### src/rtl/hazard_pkg.sv
// Shared types and constants for the pipeline hazard controller and its helpers.
package hazard_pkg;

  localparam int REG_IDX_W = 5;
  localparam logic [REG_IDX_W-1:0] XZR_IDX = 5'd31;
  localparam int CNT_W = 3;

  typedef enum logic [1:0] {
    ST_RUN      = 2'd0,
    ST_LU_STALL = 2'd1,
    ST_FLUSH    = 2'd2,
    ST_MEM_WAIT = 2'd3
  } state_t;

  typedef struct packed {
    logic pc_write;
    logic ifid_write;
    logic idex_bubble;
    logic ifid_flush;
    logic idex_flush;
    logic pipe_freeze;
    logic pc_sel_branch;
  } ctrl_t;

  // Control patterns, field order as in ctrl_t.
  localparam ctrl_t CTRL_RUN    = '{1'b1, 1'b1, 1'b0, 1'b0, 1'b0, 1'b0, 1'b0};
  localparam ctrl_t CTRL_STALL  = '{1'b0, 1'b0, 1'b1, 1'b0, 1'b0, 1'b0, 1'b0};
  localparam ctrl_t CTRL_BRANCH = '{1'b1, 1'b1, 1'b0, 1'b1, 1'b1, 1'b0, 1'b1};
  localparam ctrl_t CTRL_FLUSH  = '{1'b1, 1'b1, 1'b0, 1'b1, 1'b1, 1'b0, 1'b0};
  localparam ctrl_t CTRL_FREEZE = '{1'b0, 1'b0, 1'b0, 1'b0, 1'b0, 1'b1, 1'b0};
  localparam ctrl_t CTRL_RESET  = '{1'b0, 1'b0, 1'b0, 1'b1, 1'b1, 1'b0, 1'b0};

endpackage

### src/rtl/pipe_hazard_ctrl_if.sv
// Pipeline-register observation signals and stall/flush controls.
// master = pipeline side, slave = hazard controller.
interface pipe_hazard_ctrl_if;
  import hazard_pkg::*;

  logic                 IDEX_MEMREAD;
  logic [REG_IDX_W-1:0] IDEX_RD;
  logic [REG_IDX_W-1:0] IFID_RN;
  logic [REG_IDX_W-1:0] IFID_RM;
  logic                 IFID_USES_RM;
  logic                 EXMEM_BRANCH_ZERO;
  logic                 EXMEM_ZERO;
  logic                 EXMEM_MEMREQ;
  logic                 MEM_READY;

  logic                 PC_WRITE;
  logic                 IFID_WRITE;
  logic                 IDEX_BUBBLE;
  logic                 IFID_FLUSH;
  logic                 IDEX_FLUSH;
  logic                 PIPE_FREEZE;
  logic                 PC_SEL_BRANCH;
  logic [1:0]           STATE;

  modport master (
    output IDEX_MEMREAD, IDEX_RD, IFID_RN, IFID_RM, IFID_USES_RM,
           EXMEM_BRANCH_ZERO, EXMEM_ZERO, EXMEM_MEMREQ, MEM_READY,
    input  PC_WRITE, IFID_WRITE, IDEX_BUBBLE, IFID_FLUSH, IDEX_FLUSH,
           PIPE_FREEZE, PC_SEL_BRANCH, STATE
  );

  modport slave (
    input  IDEX_MEMREAD, IDEX_RD, IFID_RN, IFID_RM, IFID_USES_RM,
           EXMEM_BRANCH_ZERO, EXMEM_ZERO, EXMEM_MEMREQ, MEM_READY,
    output PC_WRITE, IFID_WRITE, IDEX_BUBBLE, IFID_FLUSH, IDEX_FLUSH,
           PIPE_FREEZE, PC_SEL_BRANCH, STATE
  );

endinterface

### src/rtl/hazard_detect.sv
// Combinational load-use dependency check between the EX load and the ID instruction.
module hazard_detect
  import hazard_pkg::*;
#(
  parameter logic [REG_IDX_W-1:0] ZERO_REG = hazard_pkg::XZR_IDX
) (
  input  logic                 idex_memread_i,
  input  logic [REG_IDX_W-1:0] idex_rd_i,
  input  logic [REG_IDX_W-1:0] ifid_rn_i,
  input  logic [REG_IDX_W-1:0] ifid_rm_i,
  input  logic                 ifid_uses_rm_i,
  output logic                 lu_hazard_o
);

  logic rn_match;
  logic rm_match;

  assign rn_match = (idex_rd_i == ifid_rn_i);
  // RM only matters when the instruction really reads it (R-type, stores).
  assign rm_match = ifid_uses_rm_i & (idex_rd_i == ifid_rm_i);

  assign lu_hazard_o = idex_memread_i & (idex_rd_i != ZERO_REG) & (rn_match | rm_match);

endmodule

### src/rtl/pipe_hazard_ctrl.sv
// Stall/flush controller for the five-stage pipeline: load-use bubbles, taken-CBZ squash
// and data-memory freeze. Define HAZARD_PERF_EN to add stall/flush/wait event counters.
module pipe_hazard_ctrl #(
  parameter int                 LOAD_STALL_CYCLES = 1,
  parameter int                 FLUSH_CYCLES      = 2,
  parameter logic [4:0]         XZR_IDX           = hazard_pkg::XZR_IDX
) (
  input  logic                  CLK,
  input  logic                  RESET,
  pipe_hazard_ctrl_if.slave     hz
`ifdef HAZARD_PERF_EN
  ,
  output logic [31:0]           STALL_CNT,
  output logic [31:0]           FLUSH_CNT,
  output logic [31:0]           WAIT_CNT
`endif
);
  import hazard_pkg::*;

  localparam logic [CNT_W-1:0] FLUSH_CNT_INIT =
    (FLUSH_CYCLES > 1) ? CNT_W'(FLUSH_CYCLES - 2) : '0;
  localparam logic [CNT_W-1:0] STALL_CNT_INIT =
    (LOAD_STALL_CYCLES > 1) ? CNT_W'(LOAD_STALL_CYCLES - 2) : '0;

  state_t           state_q, state_d;
  logic [CNT_W-1:0] cnt_q, cnt_d;

  logic mem_busy;
  logic br_taken;
  logic lu_hazard;

  ctrl_t            run_ctrl;
  state_t           run_state;
  logic [CNT_W-1:0] run_cnt;
  ctrl_t            ctrl;

  assign mem_busy = hz.EXMEM_MEMREQ & ~hz.MEM_READY;
  assign br_taken = hz.EXMEM_BRANCH_ZERO & hz.EXMEM_ZERO;

  hazard_detect #(
    .ZERO_REG (XZR_IDX)
  ) u_detect (
    .idex_memread_i (hz.IDEX_MEMREAD),
    .idex_rd_i      (hz.IDEX_RD),
    .ifid_rn_i      (hz.IFID_RN),
    .ifid_rm_i      (hz.IFID_RM),
    .ifid_uses_rm_i (hz.IFID_USES_RM),
    .lu_hazard_o    (lu_hazard)
  );

  // Decision taken from RUN; also reused by the other states when a higher-priority event wins.
  always_comb begin
    run_ctrl  = CTRL_RUN;
    run_state = ST_RUN;
    run_cnt   = '0;
    if (mem_busy) begin
      run_ctrl  = CTRL_FREEZE;
      run_state = ST_MEM_WAIT;
    end else if (br_taken) begin
      run_ctrl = CTRL_BRANCH;
      if (FLUSH_CYCLES > 1) begin
        run_state = ST_FLUSH;
        run_cnt   = FLUSH_CNT_INIT;
      end
    end else if (lu_hazard) begin
      run_ctrl = CTRL_STALL;
      if (LOAD_STALL_CYCLES > 1) begin
        run_state = ST_LU_STALL;
        run_cnt   = STALL_CNT_INIT;
      end
    end
  end

  always_comb begin
    ctrl    = run_ctrl;
    state_d = run_state;
    cnt_d   = run_cnt;
    case (state_q)
      ST_LU_STALL: begin
        if (!mem_busy && !br_taken) begin
          ctrl = CTRL_STALL;
          if (cnt_q == '0) begin
            state_d = ST_RUN;
            cnt_d   = '0;
          end else begin
            state_d = ST_LU_STALL;
            cnt_d   = cnt_q - 1'b1;
          end
        end
      end
      ST_FLUSH: begin
        // A load-use hazard behind a squashed slot is meaningless, so only flush here.
        if (!mem_busy && !br_taken) begin
          ctrl = CTRL_FLUSH;
          if (cnt_q == '0) begin
            state_d = ST_RUN;
            cnt_d   = '0;
          end else begin
            state_d = ST_FLUSH;
            cnt_d   = cnt_q - 1'b1;
          end
        end
      end
      default: ;
    endcase
    if (!RESET) begin
      ctrl = CTRL_RESET;
    end
  end

  always_ff @(posedge CLK) begin
    if (!RESET) begin
      state_q <= ST_RUN;
      cnt_q   <= '0;
    end else begin
      state_q <= state_d;
      cnt_q   <= cnt_d;
    end
  end

  assign hz.PC_WRITE      = ctrl.pc_write;
  assign hz.IFID_WRITE    = ctrl.ifid_write;
  assign hz.IDEX_BUBBLE   = ctrl.idex_bubble;
  assign hz.IFID_FLUSH    = ctrl.ifid_flush;
  assign hz.IDEX_FLUSH    = ctrl.idex_flush;
  assign hz.PIPE_FREEZE   = ctrl.pipe_freeze;
  assign hz.PC_SEL_BRANCH = ctrl.pc_sel_branch;
  assign hz.STATE         = state_q;

`ifdef HAZARD_PERF_EN
  logic [2:0]  perf_evt;
  logic [31:0] perf_q [3];

  assign perf_evt = {ctrl.pipe_freeze, ctrl.ifid_flush, ctrl.idex_bubble};

  for (genvar gi = 0; gi < 3; gi++) begin : g_perf
    always_ff @(posedge CLK) begin
      if (!RESET) begin
        perf_q[gi] <= '0;
      end else if (perf_evt[gi]) begin
        perf_q[gi] <= perf_q[gi] + 32'd1;
      end
    end
  end

  assign STALL_CNT = perf_q[0];
  assign FLUSH_CNT = perf_q[1];
  assign WAIT_CNT  = perf_q[2];
`endif

endmodule

### src/flat_wrapper.sv
// flat-port wrapper written by rule: the top's interface ports become plain ports
module pipe_hazard_ctrl_flat import hazard_pkg::*;
#(
  parameter int                 LOAD_STALL_CYCLES = 1,
  parameter int                 FLUSH_CYCLES      = 2,
  parameter logic [4:0]         XZR_IDX           = hazard_pkg::XZR_IDX
)
  (CLK, RESET, hz_IDEX_MEMREAD, hz_IDEX_RD, hz_IFID_RN, hz_IFID_RM, hz_IFID_USES_RM, hz_EXMEM_BRANCH_ZERO, hz_EXMEM_ZERO, hz_EXMEM_MEMREQ, hz_MEM_READY, hz_PC_WRITE, hz_IFID_WRITE, hz_IDEX_BUBBLE, hz_IFID_FLUSH, hz_IDEX_FLUSH, hz_PIPE_FREEZE, hz_PC_SEL_BRANCH, hz_STATE);
  pipe_hazard_ctrl_if hz_i ();
  input  logic CLK;
  input  logic RESET;
  input wire logic [$bits(hz_i.IDEX_MEMREAD)-1:0] hz_IDEX_MEMREAD;
  input wire logic [$bits(hz_i.IDEX_RD)-1:0] hz_IDEX_RD;
  input wire logic [$bits(hz_i.IFID_RN)-1:0] hz_IFID_RN;
  input wire logic [$bits(hz_i.IFID_RM)-1:0] hz_IFID_RM;
  input wire logic [$bits(hz_i.IFID_USES_RM)-1:0] hz_IFID_USES_RM;
  input wire logic [$bits(hz_i.EXMEM_BRANCH_ZERO)-1:0] hz_EXMEM_BRANCH_ZERO;
  input wire logic [$bits(hz_i.EXMEM_ZERO)-1:0] hz_EXMEM_ZERO;
  input wire logic [$bits(hz_i.EXMEM_MEMREQ)-1:0] hz_EXMEM_MEMREQ;
  input wire logic [$bits(hz_i.MEM_READY)-1:0] hz_MEM_READY;
  output wire logic [$bits(hz_i.PC_WRITE)-1:0] hz_PC_WRITE;
  output wire logic [$bits(hz_i.IFID_WRITE)-1:0] hz_IFID_WRITE;
  output wire logic [$bits(hz_i.IDEX_BUBBLE)-1:0] hz_IDEX_BUBBLE;
  output wire logic [$bits(hz_i.IFID_FLUSH)-1:0] hz_IFID_FLUSH;
  output wire logic [$bits(hz_i.IDEX_FLUSH)-1:0] hz_IDEX_FLUSH;
  output wire logic [$bits(hz_i.PIPE_FREEZE)-1:0] hz_PIPE_FREEZE;
  output wire logic [$bits(hz_i.PC_SEL_BRANCH)-1:0] hz_PC_SEL_BRANCH;
  output wire logic [$bits(hz_i.STATE)-1:0] hz_STATE;
  assign hz_i.IDEX_MEMREAD = hz_IDEX_MEMREAD;
  assign hz_i.IDEX_RD = hz_IDEX_RD;
  assign hz_i.IFID_RN = hz_IFID_RN;
  assign hz_i.IFID_RM = hz_IFID_RM;
  assign hz_i.IFID_USES_RM = hz_IFID_USES_RM;
  assign hz_i.EXMEM_BRANCH_ZERO = hz_EXMEM_BRANCH_ZERO;
  assign hz_i.EXMEM_ZERO = hz_EXMEM_ZERO;
  assign hz_i.EXMEM_MEMREQ = hz_EXMEM_MEMREQ;
  assign hz_i.MEM_READY = hz_MEM_READY;
  assign hz_PC_WRITE = hz_i.PC_WRITE;
  assign hz_IFID_WRITE = hz_i.IFID_WRITE;
  assign hz_IDEX_BUBBLE = hz_i.IDEX_BUBBLE;
  assign hz_IFID_FLUSH = hz_i.IFID_FLUSH;
  assign hz_IDEX_FLUSH = hz_i.IDEX_FLUSH;
  assign hz_PIPE_FREEZE = hz_i.PIPE_FREEZE;
  assign hz_PC_SEL_BRANCH = hz_i.PC_SEL_BRANCH;
  assign hz_STATE = hz_i.STATE;
  pipe_hazard_ctrl #(.LOAD_STALL_CYCLES(LOAD_STALL_CYCLES), .FLUSH_CYCLES(FLUSH_CYCLES), .XZR_IDX(XZR_IDX)) u_core (.CLK(CLK), .RESET(RESET), .hz(hz_i));
endmodule
### config.mk
export PLATFORM = sky130hd
export DESIGN_NAME = pipe_hazard_ctrl_flat
export DESIGN_NICKNAME = d
export VERILOG_FILES = /design/src/rtl/hazard_pkg.sv /design/src/rtl/pipe_hazard_ctrl_if.sv /design/src/rtl/hazard_detect.sv /design/src/rtl/pipe_hazard_ctrl.sv /design/src/flat_wrapper.sv
export SDC_FILE = /design/constraint.sdc
export NUM_CORES = 1
export LEC_CHECK = 0
export CAP_MARGIN = 10
export CORE_MARGIN = 2
export CORE_UTILIZATION = 36
export DETAILED_ROUTE_END_ITERATION = 8
export PLACE_DENSITY_LB_ADDON = 0.12
export SETUP_SLACK_MARGIN = 0.15
export SKIP_CTS_REPAIR_TIMING = 1
export SLEW_MARGIN = 40
export SYNTH_ARGS = -nofsm -noshare
export SYNTH_HDL_FRONTEND = slang
export SYNTH_SLANG_ARGS = --single-unit
export TNS_END_PERCENT = 30
### constraint.sdc
create_clock -name CLK -period 2.8 [get_ports CLK]
set_input_delay 0.42 -clock CLK [delete_from_list [all_inputs] [get_ports CLK]]
set_output_delay 0.42 -clock CLK [all_outputs]
set_load 0.01 [all_outputs]
==> results.md, run 1 <==
* Status: finished, final reports clean
* RD Place Congestion at 0.727
* # IOs at 32
* Cts bufs inserted at 3
* Antenna violations before repair at 0
* Clock sinks at 5
* Ratio of cells with drive above 1 in the final layout at about 3.1%
* Final WL at roughly 1300 um
* Critical Path Sink Type: primary output
* WL per Instance at 11.3 um
* Core box area at ~0.0013 mm^2
* Largest net degree at the start of global routing at 8
* Root buf cell: clkbuf_4
* Leak at roughly 0.34 nW
* CTS tree: yes
* Via Count at approximately 560
* Max Clock Freq at roughly 380 MHz
* Final-report hold violation count at 0
* Vias per inst at around 5.0
* Die H at 40.2 um
* CP Data Required Time at between 2 and 2.5 ns
* Startpoint Class: input port
* Nets@finish at ~130
* Number of cells on the worst reg-to-reg path at 5
* Antenna Nets Post-Route at 0
* Synth cell types at 24
* Syn avg cell area at about 7.4 um^2
* RSZ-0062 raised after global routing: yes
* Clock slew at reported path FFs at about 0.05 ns
* GR Overflow Total at 0
* Max cap viols at 0
* First DRT Iteration DRCs at 10
* Arrival time worst endpoint at between 2 and 2.5 ns
* H-tree levels at 1
* Power Density at 315 mW/mm^2
* Final instance area at 815 um^2
* Mapped cell area at 472 um^2
* Cell Rows at 13
* Setup violations, final at 0
* Commonest non-fill, non-tap cell in the layout: clkdlybuf4s50_1
* DP Area at 786 um^2
* Worst-Margin Slew at 0.309 ns
* Post-route DRC at 0
* Gr usage total at 17.0%
* Critical path class: input port to primary output
* Die width at between 40 and 50 um
* Final worst path period share at a little over nine tenths
* Final slew viol count at 0
* Worst hold path depth at 1
* Filler instances at 138
* Setup Skew at approximately 0.0062 ns
* Post-synthesis sequential area ratio at 21.2%
* CP max FO at 3
* Post-synthesis register bit count at 5
* Register Area at around 100 um^2
* VDD IR-drop max at 0.000351 V
* Post-Syn Nets at 91
* Synth warnings at 0
* Hold Path Class: flop to flop
* Multi-input gate area at between 300 and 400 um^2
* PortBufs at 31
* First-pass GRT wire length at about 1800 um
* Vias in the first global route at ~460
* Mapped Cells at 64
* Hpwl dp at 1070 um
* TritonRoute pass-1 iters at 2
* Clock buffer depth at 2
* Initial core utilization at between 30% and 40%
* Setup TNS at 0 ns
* Worst skew pair latency at between 0.2 and 0.25 ns
* Die area at 0.00162 mm^2
* Min cycle time layout at ~2.6 ns
* Area Overhead vs Synth at 72.7%
* Relative slew slack at 79.3%
* Most frequent cells in the layout: clkdlybuf4s50_1, nor2_1, xor2_1, inv_1, dfxtp_1
* Ant. Diodes at 0
[path summary, 6_finish.rpt]
| kind | endpoint | start | slack (ns) |
|---|---|---|---|
| worst max register to register | u_core.cnt_q[0]$_SDFF_PP0_ | u_core.hz.STATE[0]$_SDFF_PN0_ | 1.49 |
| worst min register to register | u_core.cnt_q[0]$_SDFF_PP0_ | u_core.cnt_q[0]$_SDFF_PP0_ | 0.41 |
| worst max-delay path | hz_PC_WRITE | hz_IDEX_RD[2] | 0.15 |
| worst min-delay path | u_core.cnt_q[0]$_SDFF_PP0_ | u_core.cnt_q[0]$_SDFF_PP0_ | 0.41 |
[power by group]
part | switching [mW] | total (mW) | internal (mW)
Sequential | 0.00113 | 0.0742 | 0.0730
Combinational | 0.0399 | 0.0991 | 0.0592
Clock | 0.0296 | 0.0835 | 0.0539
[worst max-delay path, cell delays in order]
cell             delay (ns)
clkdlybuf4s50_1        0.47
xor2_1                 0.19
nor4_1                 0.28
a32oi_1                0.17
o21a_1                 0.22
clkdlybuf4s50_1        0.48
[final cells by class]
cell class | count | area share [%]
multi-input combinational | 50 | 40.6
tap | 15 | 2.30
clock buffer | 4 | 3.23
sequential | 5 | 12.3
timing repair buffer | 31 | 38.4
inverter | 7 | 3.23
[cells by family (layout without fill, tap and decap cells)]
logic type / count (synthesis) / after routing / share of synthesized area, %
XOR/XNOR: 10 / 10 / 18.6
flip-flops: 5 / 5 / 21.2
AO/OA/AOI/OAI: 11 / 11 / 15.9
buffers and inverters: 9 / 42 / 8.75
adder cells (fa/ha/maj): 4 / 4 / 10.6
AND/OR/NAND/NOR: 25 / 25 / 24.9
[synthesized netlist by cell type]
library cell | n | area, um^2
a32oi_1 | 1 | 8.76
ha_1 | 4 | 50.1
o21ai_0 | 2 | 10.0
buf_4 | 2 | 15.0
o21a_1 | 1 | 7.51
xnor2_1 | 1 | 8.76
nand2b_1 | 1 | 6.26
nand4_1 | 2 | 12.5
nand3b_1 | 1 | 7.51
o22ai_1 | 1 | 6.26
nor4_1 | 1 | 6.26
a311oi_1 | 1 | 8.76
o2111ai_1 | 1 | 8.76
nor2_1 | 11 | 41.3
and2_1 | 1 | 6.26
nand2_1 | 3 | 11.3
inv_1 | 7 | 26.3
xor2_1 | 9 | 78.8
a21oi_1 | 2 | 10.0
o31ai_1 | 1 | 7.51
nor2b_1 | 1 | 6.26
dfxtp_1 | 5 | 100
nor3_1 | 4 | 20.0
o211ai_1 | 1 | 7.51
[registers in the layout, indices dropped and copies added, names as in the netlist]
signal and flops:
u_core.cnt_q 3, u_core.hz.STATE 2
[routing by layer]
metal  GRT usage, %  wire (um)
met1           16.3        455
met2           33.5        651
met3           8.89        153
met4              0          0
met5              0          0
[through the flow]
step	cells	hold WS, ns	power, mW	setup slack, ns	utilization [%]
finish	112	0.412	0.257	0.153	64.2
global placement	108	0.402	0.173	0.163	61.9
floorplan	64	0.393	0.119	0.802	-
global route	112	0.431	0.271	0.0411	64.2
detailed placement	108	0.405	0.175	0.0975	61.9
CTS	112	0.411	0.260	0.0926	64.0
Note: power is estimated with default switching activity, not from simulation.
==> inputs of run 2 (changes only) <==
--- a/config.mk
+++ b/config.mk
@@ -5,13 +5,14 @@
 export SDC_FILE = /design/constraint.sdc
 export NUM_CORES = 1
 export LEC_CHECK = 0
-export CAP_MARGIN = 10
+export CAP_MARGIN = 20
 export CORE_MARGIN = 2
 export CORE_UTILIZATION = 36
 export DETAILED_ROUTE_END_ITERATION = 8
 export PLACE_DENSITY_LB_ADDON = 0.12
 export SETUP_SLACK_MARGIN = 0.15
 export SKIP_CTS_REPAIR_TIMING = 1
+export SKIP_LAST_GASP = 1
 export SLEW_MARGIN = 40
 export SYNTH_ARGS = -nofsm -noshare
 export SYNTH_HDL_FRONTEND = slang
==> results of run 2 <==
Final layout, timing and power as in run 1 (identical DEF).
==> inputs of run 3 (changes only) <==
--- a/config.mk
+++ b/config.mk
@@ -8,6 +8,7 @@
 export CAP_MARGIN = 20
 export CORE_MARGIN = 2
 export CORE_UTILIZATION = 36
+export CTS_CLUSTER_DIAMETER = 50
 export DETAILED_ROUTE_END_ITERATION = 8
 export PLACE_DENSITY_LB_ADDON = 0.12
 export SETUP_SLACK_MARGIN = 0.15
==> results of run 3 <==
Final layout, timing and power as in run 1 (identical DEF).
==> variant, RTL diff (settings of run 2) <==
Set the package constant `CNT_W` to 5 (it was 3).
--- a/src/rtl/hazard_pkg.sv
+++ b/src/rtl/hazard_pkg.sv
@@ -4,5 +4,5 @@
   localparam int REG_IDX_W = 5;
   localparam logic [REG_IDX_W-1:0] XZR_IDX = 5'd31;
-  localparam int CNT_W = 3;
+  localparam int CNT_W = 5;
 
   typedef enum logic [1:0] {
Function: no difference found for any inputs over 10 cycles, from zero or initial values and one cycle with RESET low; that may be too few to reach the edited logic, so the function may still have changed.
==> variant against run 2 <==
  * Via count rose by 3.8%
  * Hold slack improved by 0.026 ns
  * Critical path depth unchanged
  * Setup slack better by 0.034 ns
  * Global-route usage shrank 2.7 points
  * Sequential cell count grew 2
  * Wire length increased by 1.3%
  * Area after synthesis up 15%
  * First-iteration DRC count is 10% lower
  * Power is 12% higher
  * Fmax is 1.3% higher
  * Design area rose by 8.6%
  * Critical endpoint is now hz_IFID_WRITE
  * Highest routed layer is now met4
==> variant: results (changes against run 2) <==
* First-pass GRT wire length at 2.07 mm (+16%)
* Met3 wire len at 92 µm (-40%)
* Syn nets at 97 (+6.6%)
* Post-synth cell types at 25 (+4.2%)
* Total Nets Final at 131 (+4.8%)
* Clk_skew at 0.000734 ns (-0.00551 ns)
* Crit path DAT at 2.19 ns (-0.04 ns)
* XOR/XNOR share of the synthesized area at 0.194 (+0.00832)
* DP HPWL at 1.08 mm (+0.82%)
* RePlAce Congestion at 0.701 (-3.5%)
* Place WS at 0.0545 ns (-0.0430 ns)
* Number of flip-flops in the largest register at 5 (+2)
* Leak at 0.000373 µW (+11%)
* Setup slack, reg-to-reg at 1.33 ns (-0.16 ns)
* Seq/Total Area, Yosys at 0.259 (+0.0465)
* Post-DP Area at 856 µm² (+8.9%)
* Share of cells above drive strength 1 at 0.0385 (+0.00753)
* M1 WL at 615 µm (+35%)
* Crit Reg-Reg Endpoint: u_core.cnt_q[3]
* Uppermost layer routed: met4
* Worst slew pin tran at 0.399 ns (+0.0899 ns)
* DRT iter0 DRCs at 9 (-1)
* Top post-synthesis cells by count: 10 x nor2_1, 9 x xor2_1, 7 x dfxtp_1, 7 x nand2_1
* Via count at 576 (+3.8%)
* Post-Synth Adder-Cell Area at 0.0693 (-0.0368)
* Status: completed
* CP Launch Point: hz_IDEX_RD[4]
* Compound-Gate Fraction of Synth Area at 0.141 (-0.0183)
-- variant: cell count changes in the layout (fill, tap and decap cells not counted), moves of 2 or more --
cell and delta:
dfxtp_1 +2, xnor2_1 +2, and3_1 +2, nand2_1 +4, inv_1 -2, o21ai_0 +3
-- variant: through the flow --
stage | cells | hold slack (ns)
6_report | 119 | 0.438
5_1_grt | 119 | 0.472
4_1_cts | 119 | 0.445
3_5_place_dp | 115 | 0.434
3_3_place_gp | 115 | 0.424
2_1_floorplan | 71 | 0.414
-- variant: critical path: stages --
cell             delay (ns)
clkdlybuf4s50_1        0.53
xor2_1                 0.21
nor4_2                 0.07
a32oi_1                0.25
o21a_1                 0.18
clkdlybuf4s50_1        0.54
-- variant: worst max path at each step --
stage | to | slack (ns)
after floorplan | hz_IFID_FLUSH | 0.88
final | hz_IFID_WRITE | 0.19
after detailed placement | hz_IDEX_BUBBLE | 0.05
after CTS | hz_IDEX_BUBBLE | 0.06
after global routing | hz_IFID_WRITE | 0.06
after global placement | hz_IDEX_BUBBLE | 0.08
-- variant: routing by layer --
metal,track usage,up-vias
li1,-,307
met1,0.204,246
met2,0.221,21
met3,0.00851,2
met4,0.0563,0
met5,0,-
-- variant: kinds of logic (layout without fill, tap and decap cells) --
logic type,Yosys count,count (layout)
compound gates,12,12
fa+ha+maj,3,3
xor+xnor,12,12
simple gates,30,30
flops,7,7
buf+inv,7,40
-- variant: area by class of cell --
| class | instances | share of cell area |
|---|---|---|
| multi-input cells | 57 | 0.416 |
| inverters | 5 | 0.0212 |
| clock buffers | 4 | 0.0297 |
| flip-flops and latches | 7 | 0.158 |
| repair buffers | 31 | 0.354 |
| well taps | 15 | 0.0212 |
-- variant: power by group --
part / leakage [µW] / switching [µW] / internal (µW)
clock network: 0.0000150 / 32.4 / 54.1
logic: 0.000301 / 38.8 / 58.9
registers: 0.0000566 / 1.15 / 102
